### src/rtl/piso_serializer_if.sv
// rtl/piso_serializer_if.sv - parallel word handshake and serial output bundle for piso_serializer
interface piso_serializer_if #(
    parameter int WIDTH = 8
);
    logic [WIDTH-1:0] din;
    logic             din_valid;
    logic             din_ready;
    logic             data;
    logic             data_valid;
    logic             busy;
    logic             done;

    modport master (
        output din, din_valid,
        input  din_ready, data, data_valid, busy, done
    );

    modport slave (
        input  din, din_valid,
        output din_ready, data, data_valid, busy, done
    );
endinterface

### src/rtl/piso_serializer.sv
// rtl/piso_serializer.sv - MSB-first parallel-in/serial-out stage; SER_PARITY_EN appends an even-parity bit
module piso_serializer #(
    parameter int WIDTH = 8
) (
    input  logic              clk,
    input  logic              rst,
    piso_serializer_if.slave  bus
);
`ifdef SER_PARITY_EN
    localparam int FRAME = WIDTH + 1;
`else
    localparam int FRAME = WIDTH;
`endif
    localparam int CNT_W = $clog2(FRAME + 1);

    typedef enum logic {
        IDLE,
        SHIFT
    } state_t;

    state_t           state_q, state_d;
    logic [WIDTH-1:0] shift_q, shift_d;
    logic [CNT_W-1:0] cnt_q, cnt_d;
    logic             data_q, data_d;
    logic             data_valid_q, data_valid_d;
    logic             busy_q, busy_d;
    logic             done_q, done_d;
`ifdef SER_PARITY_EN
    logic             parity_q, parity_d;
`endif

    logic last_bit;
    logic din_ready;
    logic accept;

    always_comb begin
        state_d      = state_q;
        shift_d      = shift_q;
        cnt_d        = cnt_q;
        data_d       = 1'b0;
        data_valid_d = 1'b0;
        done_d       = 1'b0;
`ifdef SER_PARITY_EN
        parity_d     = parity_q;
`endif

        last_bit  = (state_q == SHIFT) && (cnt_q == CNT_W'(FRAME));
        din_ready = !rst && ((state_q == IDLE) || last_bit);
        accept    = bus.din_valid && din_ready;

        case (state_q)
            IDLE: ;
            SHIFT: begin
                if (last_bit) begin
                    state_d = IDLE;
                    cnt_d   = '0;
                end else begin
                    cnt_d        = cnt_q + CNT_W'(1);
                    data_valid_d = 1'b1;
                    done_d       = (cnt_d == CNT_W'(FRAME));
`ifdef SER_PARITY_EN
                    if (cnt_q == CNT_W'(WIDTH)) begin
                        data_d = parity_q;
                    end else begin
                        data_d  = shift_q[WIDTH-1];
                        shift_d = {shift_q[WIDTH-2:0], 1'b0};
                    end
`else
                    data_d  = shift_q[WIDTH-1];
                    shift_d = {shift_q[WIDTH-2:0], 1'b0};
`endif
                end
            end
            default: state_d = IDLE;
        endcase

        // Accepting overrides both the idle path and the end-of-frame return to IDLE,
        // which is what gives gapless back-to-back frames.
        if (accept) begin
            state_d      = SHIFT;
            data_d       = bus.din[WIDTH-1];
            shift_d      = {bus.din[WIDTH-2:0], 1'b0};
            cnt_d        = CNT_W'(1);
            data_valid_d = 1'b1;
            done_d       = 1'b0;
`ifdef SER_PARITY_EN
            parity_d     = ^bus.din;
`endif
        end

        busy_d = (state_d == SHIFT);
    end

    always_ff @(posedge clk) begin
        if (rst) begin
            state_q      <= IDLE;
            shift_q      <= '0;
            cnt_q        <= '0;
            data_q       <= 1'b0;
            data_valid_q <= 1'b0;
            busy_q       <= 1'b0;
            done_q       <= 1'b0;
`ifdef SER_PARITY_EN
            parity_q     <= 1'b0;
`endif
        end else begin
            state_q      <= state_d;
            shift_q      <= shift_d;
            cnt_q        <= cnt_d;
            data_q       <= data_d;
            data_valid_q <= data_valid_d;
            busy_q       <= busy_d;
            done_q       <= done_d;
`ifdef SER_PARITY_EN
            parity_q     <= parity_d;
`endif
        end
    end

    assign bus.din_ready  = din_ready;
    assign bus.data       = data_q;
    assign bus.data_valid = data_valid_q;
    assign bus.busy       = busy_q;
    assign bus.done       = done_q;
endmodule
### src/flat_wrapper.sv
// flat-port wrapper written by rule: the top's interface ports become plain ports
module piso_serializer_flat 
#(
    parameter int WIDTH = 8
)
  (clk, rst, bus_din, bus_din_valid, bus_din_ready, bus_data, bus_data_valid, bus_busy, bus_done);
  piso_serializer_if #(.WIDTH(WIDTH)) bus_i ();
  input  logic clk;
  input  logic rst;
  input wire logic [$bits(bus_i.din)-1:0] bus_din;
  input wire logic [$bits(bus_i.din_valid)-1:0] bus_din_valid;
  output wire logic [$bits(bus_i.din_ready)-1:0] bus_din_ready;
  output wire logic [$bits(bus_i.data)-1:0] bus_data;
  output wire logic [$bits(bus_i.data_valid)-1:0] bus_data_valid;
  output wire logic [$bits(bus_i.busy)-1:0] bus_busy;
  output wire logic [$bits(bus_i.done)-1:0] bus_done;
  assign bus_i.din = bus_din;
  assign bus_i.din_valid = bus_din_valid;
  assign bus_din_ready = bus_i.din_ready;
  assign bus_data = bus_i.data;
  assign bus_data_valid = bus_i.data_valid;
  assign bus_busy = bus_i.busy;
  assign bus_done = bus_i.done;
  piso_serializer #(.WIDTH(WIDTH)) u_core (.clk(clk), .rst(rst), .bus(bus_i));
endmodule
### config.mk
export PLATFORM = sky130hd
export DESIGN_NAME = piso_serializer_flat
export DESIGN_NICKNAME = d
export VERILOG_FILES = /design/src/rtl/piso_serializer_if.sv /design/src/rtl/piso_serializer.sv /design/src/flat_wrapper.sv
export SDC_FILE = /design/constraint.sdc
export NUM_CORES = 1
export LEC_CHECK = 0
export ABC_CLOCK_PERIOD_IN_PS = 3000
export CORE_AREA = 2 2 57 59
export CTS_CLUSTER_SIZE = 16
export DETAILED_ROUTE_END_ITERATION = 8
export DIE_AREA = 0 0 59 61
export PLACE_DENSITY = 0.5
export SKIP_CTS_REPAIR_TIMING = 1
export SLEW_MARGIN = 20
export SYNTH_ARGS = -nofsm -noshare
export SYNTH_HDL_FRONTEND = slang
export SYNTH_SLANG_ARGS = --single-unit
### constraint.sdc
create_clock -name clk -period 3 [get_ports clk]
set_input_delay 0.6 -clock clk [delete_from_list [all_inputs] [get_ports clk]]
set_output_delay 0.6 -clock clk [all_outputs]
set_load 0.02 [all_outputs]
# [Word level (Yosys, flattened, before mapping)]
# Cells that the tools add are included.
[totals] ff_bits=14 in_bits=11 out_inout_bits=5 word_cells=32
[op_classes] n_addsub=1 n_eq_ne=3 muxes=12 bitwise_logic=1 n_reduce_logical=9
[op_table] cell="8-bit two-way mux" n=3
[op_table] cell="4-bit == test, second input constant" n=2
[op_table] cell="1-bit two-way mux" n=8
[op_table] cell="4-bit by 1-bit adder with 4-bit output, second input constant" n=1
[op_table] cell="4-bit two-way mux" n=1
[op_table] cell="4-bit OR reduction" n=1
[op_table] cell="1-bit logical AND" n=3
[op_table] cell="2-bit != test, second input constant" n=1
[op_table] cell="2-bit AND reduction" n=1
[op_table] cell="2-bit nonzero test" n=1
[op_table] cell="2-bit OR reduction" n=1
[op_table] cell="1-bit zero test" n=1
[op_table] cell="1-bit logical OR" n=1
[op_table] cell="1-bit NOT" n=1

# [Depth between registers and ports, before layout]
[logic_depth] word_depth=7 depth_mapped=7 mapped_depth_nobuf=6

# [Worst setup path after synthesis]
# OpenSTA, ideal clock, no wires.
[synth_path] path_type="reg2out" startpoint="register u_core.cnt_q[0]" endpoint="output bus_din_ready" arrival_ns=1.109 required_time_ns=2.400 setup_slack_ns=1.291 stages_incl_launch_ff=6 path_buffers=0 cell_sequence="dfxtp_1 -> inv_1 -> ha_1 -> nand2_2 -> o21a_1 -> nor2_1"
[synth_via] elab_chain_len=4
[synth_rtl] item="from (decl)" line="piso_serializer.sv:23" rtl="logic [CNT_W-1:0] cnt_q, cnt_d;"
[synth_rtl] item="from (signal assigned)" line="piso_serializer.sv:109" rtl="cnt_q <= cnt_d;"
[synth_rtl] item="4-bit == test" line="piso_serializer.sv:47" rtl="last_bit = (state_q == SHIFT) && (cnt_q == CNT_W'(FRAME));"
[synth_rtl] item="1-bit logical AND" line="piso_serializer.sv:47"
[synth_rtl] item="1-bit logical OR" line="piso_serializer.sv:48" rtl="din_ready = !rst && ((state_q == IDLE) || last_bit);"
[synth_rtl] item="1-bit logical AND" line="piso_serializer.sv:48"
[synth_rtl] item="to (decl)" line="flat_wrapper.sv:12" rtl="output wire logic [$bits(bus_i.din_ready)-1:0] bus_din_ready;"
# No other way between the ends.

# [Worst setup path in the final report]
# Same ends and word-level chain as after synthesis.

==> reports/summary.txt <==
Layout area overhead -> 26.03%
Cell Area, Synth -> 696.9 sq um
Worst Setup End Kind -> output pin
Total of max-cap violations -> 0
Starting Density -> 23.60%
Placer Congestion -> 0.7174
Grt total ovfl -> 0
Register area share after synthesis -> 40.22%
Syn nets -> 87
FF-to-FF Start -> u_core.cnt_q[0]
Syn avg cell area -> 9.418 sq um
Total die area -> 3599 sq um
Crit path from -> u_core.cnt_q[0]
Vias in the first global route -> 534
Status -> completed
Synth area leader -> dfxtp_1
Synth top cells by count -> 14 x dfxtp_1, 8 x a211oi_1, 8 x mux2i_1, 8 x nor2_1, 4 x o21ai_0
Largest fanout on the critical path -> 5
Die Wd -> 59 um
Largest net degree at the start of global routing -> 17
CTS Buffer Depth -> 2
Worst skew pair latency -> 0.28 ns
Top FF cell, synth -> dfxtp_1
Setup TNS -> 0 ns
Final Util -> 29.75%
CP Data Arrival Time -> 1.91 ns
Largest stage delay, worst path -> 0.61 ns
Leakage power figure -> 0.3297 nW
Layout cells sized above 1 -> 9.195%
H-tree levels -> 1
Worst VDD drop -> 208.9 uV
Most common cell in the synthesized netlist -> dfxtp_1
Layout filler cell count -> 328
Crit-path cells -> inv_1, ha_1, nand2_2, o21a_1, nor2_1, clkdlybuf4s50_1
Residual DRC -> 0
Data required, critical path -> 2.40 ns
CTS clk-pin slew, worst paths -> 0.08 ns
Chip Height -> 61 um
Hold Crit Class -> register to register
Slew HR -> 55.88%
Post-Route WL -> 1.324 mm
Root buffer cell -> clkbuf_4
CTS sink cnt -> 14
Post-synthesis cell count -> 74
Top-area cell type share of the netlist area -> 40.22%
Post-DP HPWL -> 933.3 um
Setup Crit Path Kind -> register to output pin
Worst-Margin Slew -> 0.6597 ns
CP max-delay cell -> clkdlybuf4s50_1
Post-layout net count -> 102
Final setup fails -> 0
Hold wc startpoint -> u_core.shift_q[7]
CTS buffer count -> 3
Core Box Area -> 2953 sq um
Synthesized flop and latch total -> 14
Drt pass-1 iters -> 4
Final ANT Viol Nets -> 0
Synth area leaders -> dfxtp_1 40%, mux2i_1 11%, a211oi_1 8.6%
Num ports -> 16
Fraction of registers with async set/reset -> 0%
Crit path setup slack, layout -> 0.4913 ns
Pre-CTS setup slack -> 0.6692 ns
Initial antenna violation count -> 0
PortBufs -> 15
Final Cycle Share -> 83.62%
Diodes inserted -> 0
EDFF count, synth -> 0
RSZ-0062 raised after global routing -> false
Count of cell types in the netlist -> 28
Minimum clock period -> 2.509 ns
Highest Clock Rate -> 0.3986 GHz
Via count -> 567
Yosys warnings -> 0
Gr usage total -> 8.748%
Final hold vios -> 0
CTS tree -> done
Via density -> 4.725
Final max-slew violation count -> 0
FP Rows -> 20
First-pass GRT wire length -> 2.346 mm
Worst clock skew -> 0.003003 ns
PwrDens -> 432.0 nW/um^2
Crit start category -> register
Detailed router's first-iteration violation count -> 11
Avg WL per Cell -> 11.03 um
==> cell families after synthesis <==
kind of cell    count (synthesis)  share of synthesized area, %
simple gates                   21                         16.16
compound gates                 19                         19.93
flops                          14                         40.22
buf+inv                         9                         7.360
mux                             8                         11.49
fa+ha+maj                       2                         3.590
xor+xnor                        1                         1.257
==> stage by stage <==
stage	hold WS (ns)	cells	instance area [sq um]	power, W
after floorplan	0.4397	74	696.9	0.0002524
after global placement	0.4605	117	855.8	0.0002773
after detailed placement	0.4674	117	855.8	0.0002787
after CTS	0.4809	120	878.3	0.0003884
after global routing	0.5029	120	878.3	0.0004055
final	0.4721	120	878.3	0.0003794
==> cells in the final DEF (no fill, tap or decap), types with 2 or more instances in the layout <==
master           count
dfxtp_1             14
nand2_1              3
clkdlybuf4s50_1     15
inv_1                3
nor3_1               2
o21ai_0              4
a211oi_1             8
clkbuf_4             3
mux2i_1              8
nor2_1               8
a21oi_1              2
ha_1                 2
==> state kept, by name, summed over array words and instances (netlist names) <==
register,flops
u_core.bus.data,1
u_core.shift_q,7
u_core.cnt_q,4
u_core.bus.done,1
u_core.bus.data_valid,1
==> critical path: cells and delay by family, from the launching register on <==
family	cells	cell delay (ns)
buf+inv	2	0.68
flops	1	0.35
compound gates	1	0.23
simple gates	2	0.19
fa+ha+maj	1	0.17
==> final timing paths <==
path | to | slack, ns | cells after the start
hold / removal | u_core.bus.data | 0.47 | 2
setup reg to reg | u_core.shift_q[4] | 1.52 | 6
hold reg to reg | u_core.bus.data | 0.47 | 2
setup / recovery | bus_din_ready | 0.49 | 6
==> layout make-up <==
cell class	instances	area [sq um]	share of cell area, %
Tap cell	33	41.29	4.701
Sequential cell	14	280.3	31.91
Clock buffer	3	22.52	2.564
Timing Repair Buffer	16	157.7	17.95
Multi-Input combinational cell	51	365.4	41.60
Inverter	3	11.26	1.282
==> power by group <==
| part | switching, W | internal, W |
|---|---|---|
| Clock | 0.0000596 | 0.0000465 |
| Combinational | 0.0000305 | 0.0000357 |
| Sequential | 0.00000990 | 0.000197 |
| Total | 0.000100 | 0.000279 |
==> layer usage <==
layer	global-route usage [%]	vias up	part of all wire, %	wire length [um]
met5	0	-	0	0
met4	1.948	0	0	0
met3	4.051	0	6.3	83
met2	15.24	16	47	627
met1	9.806	259	46	613
li1	-	292	-	-
No activity file was read; power rests on OpenSTA's default activity.
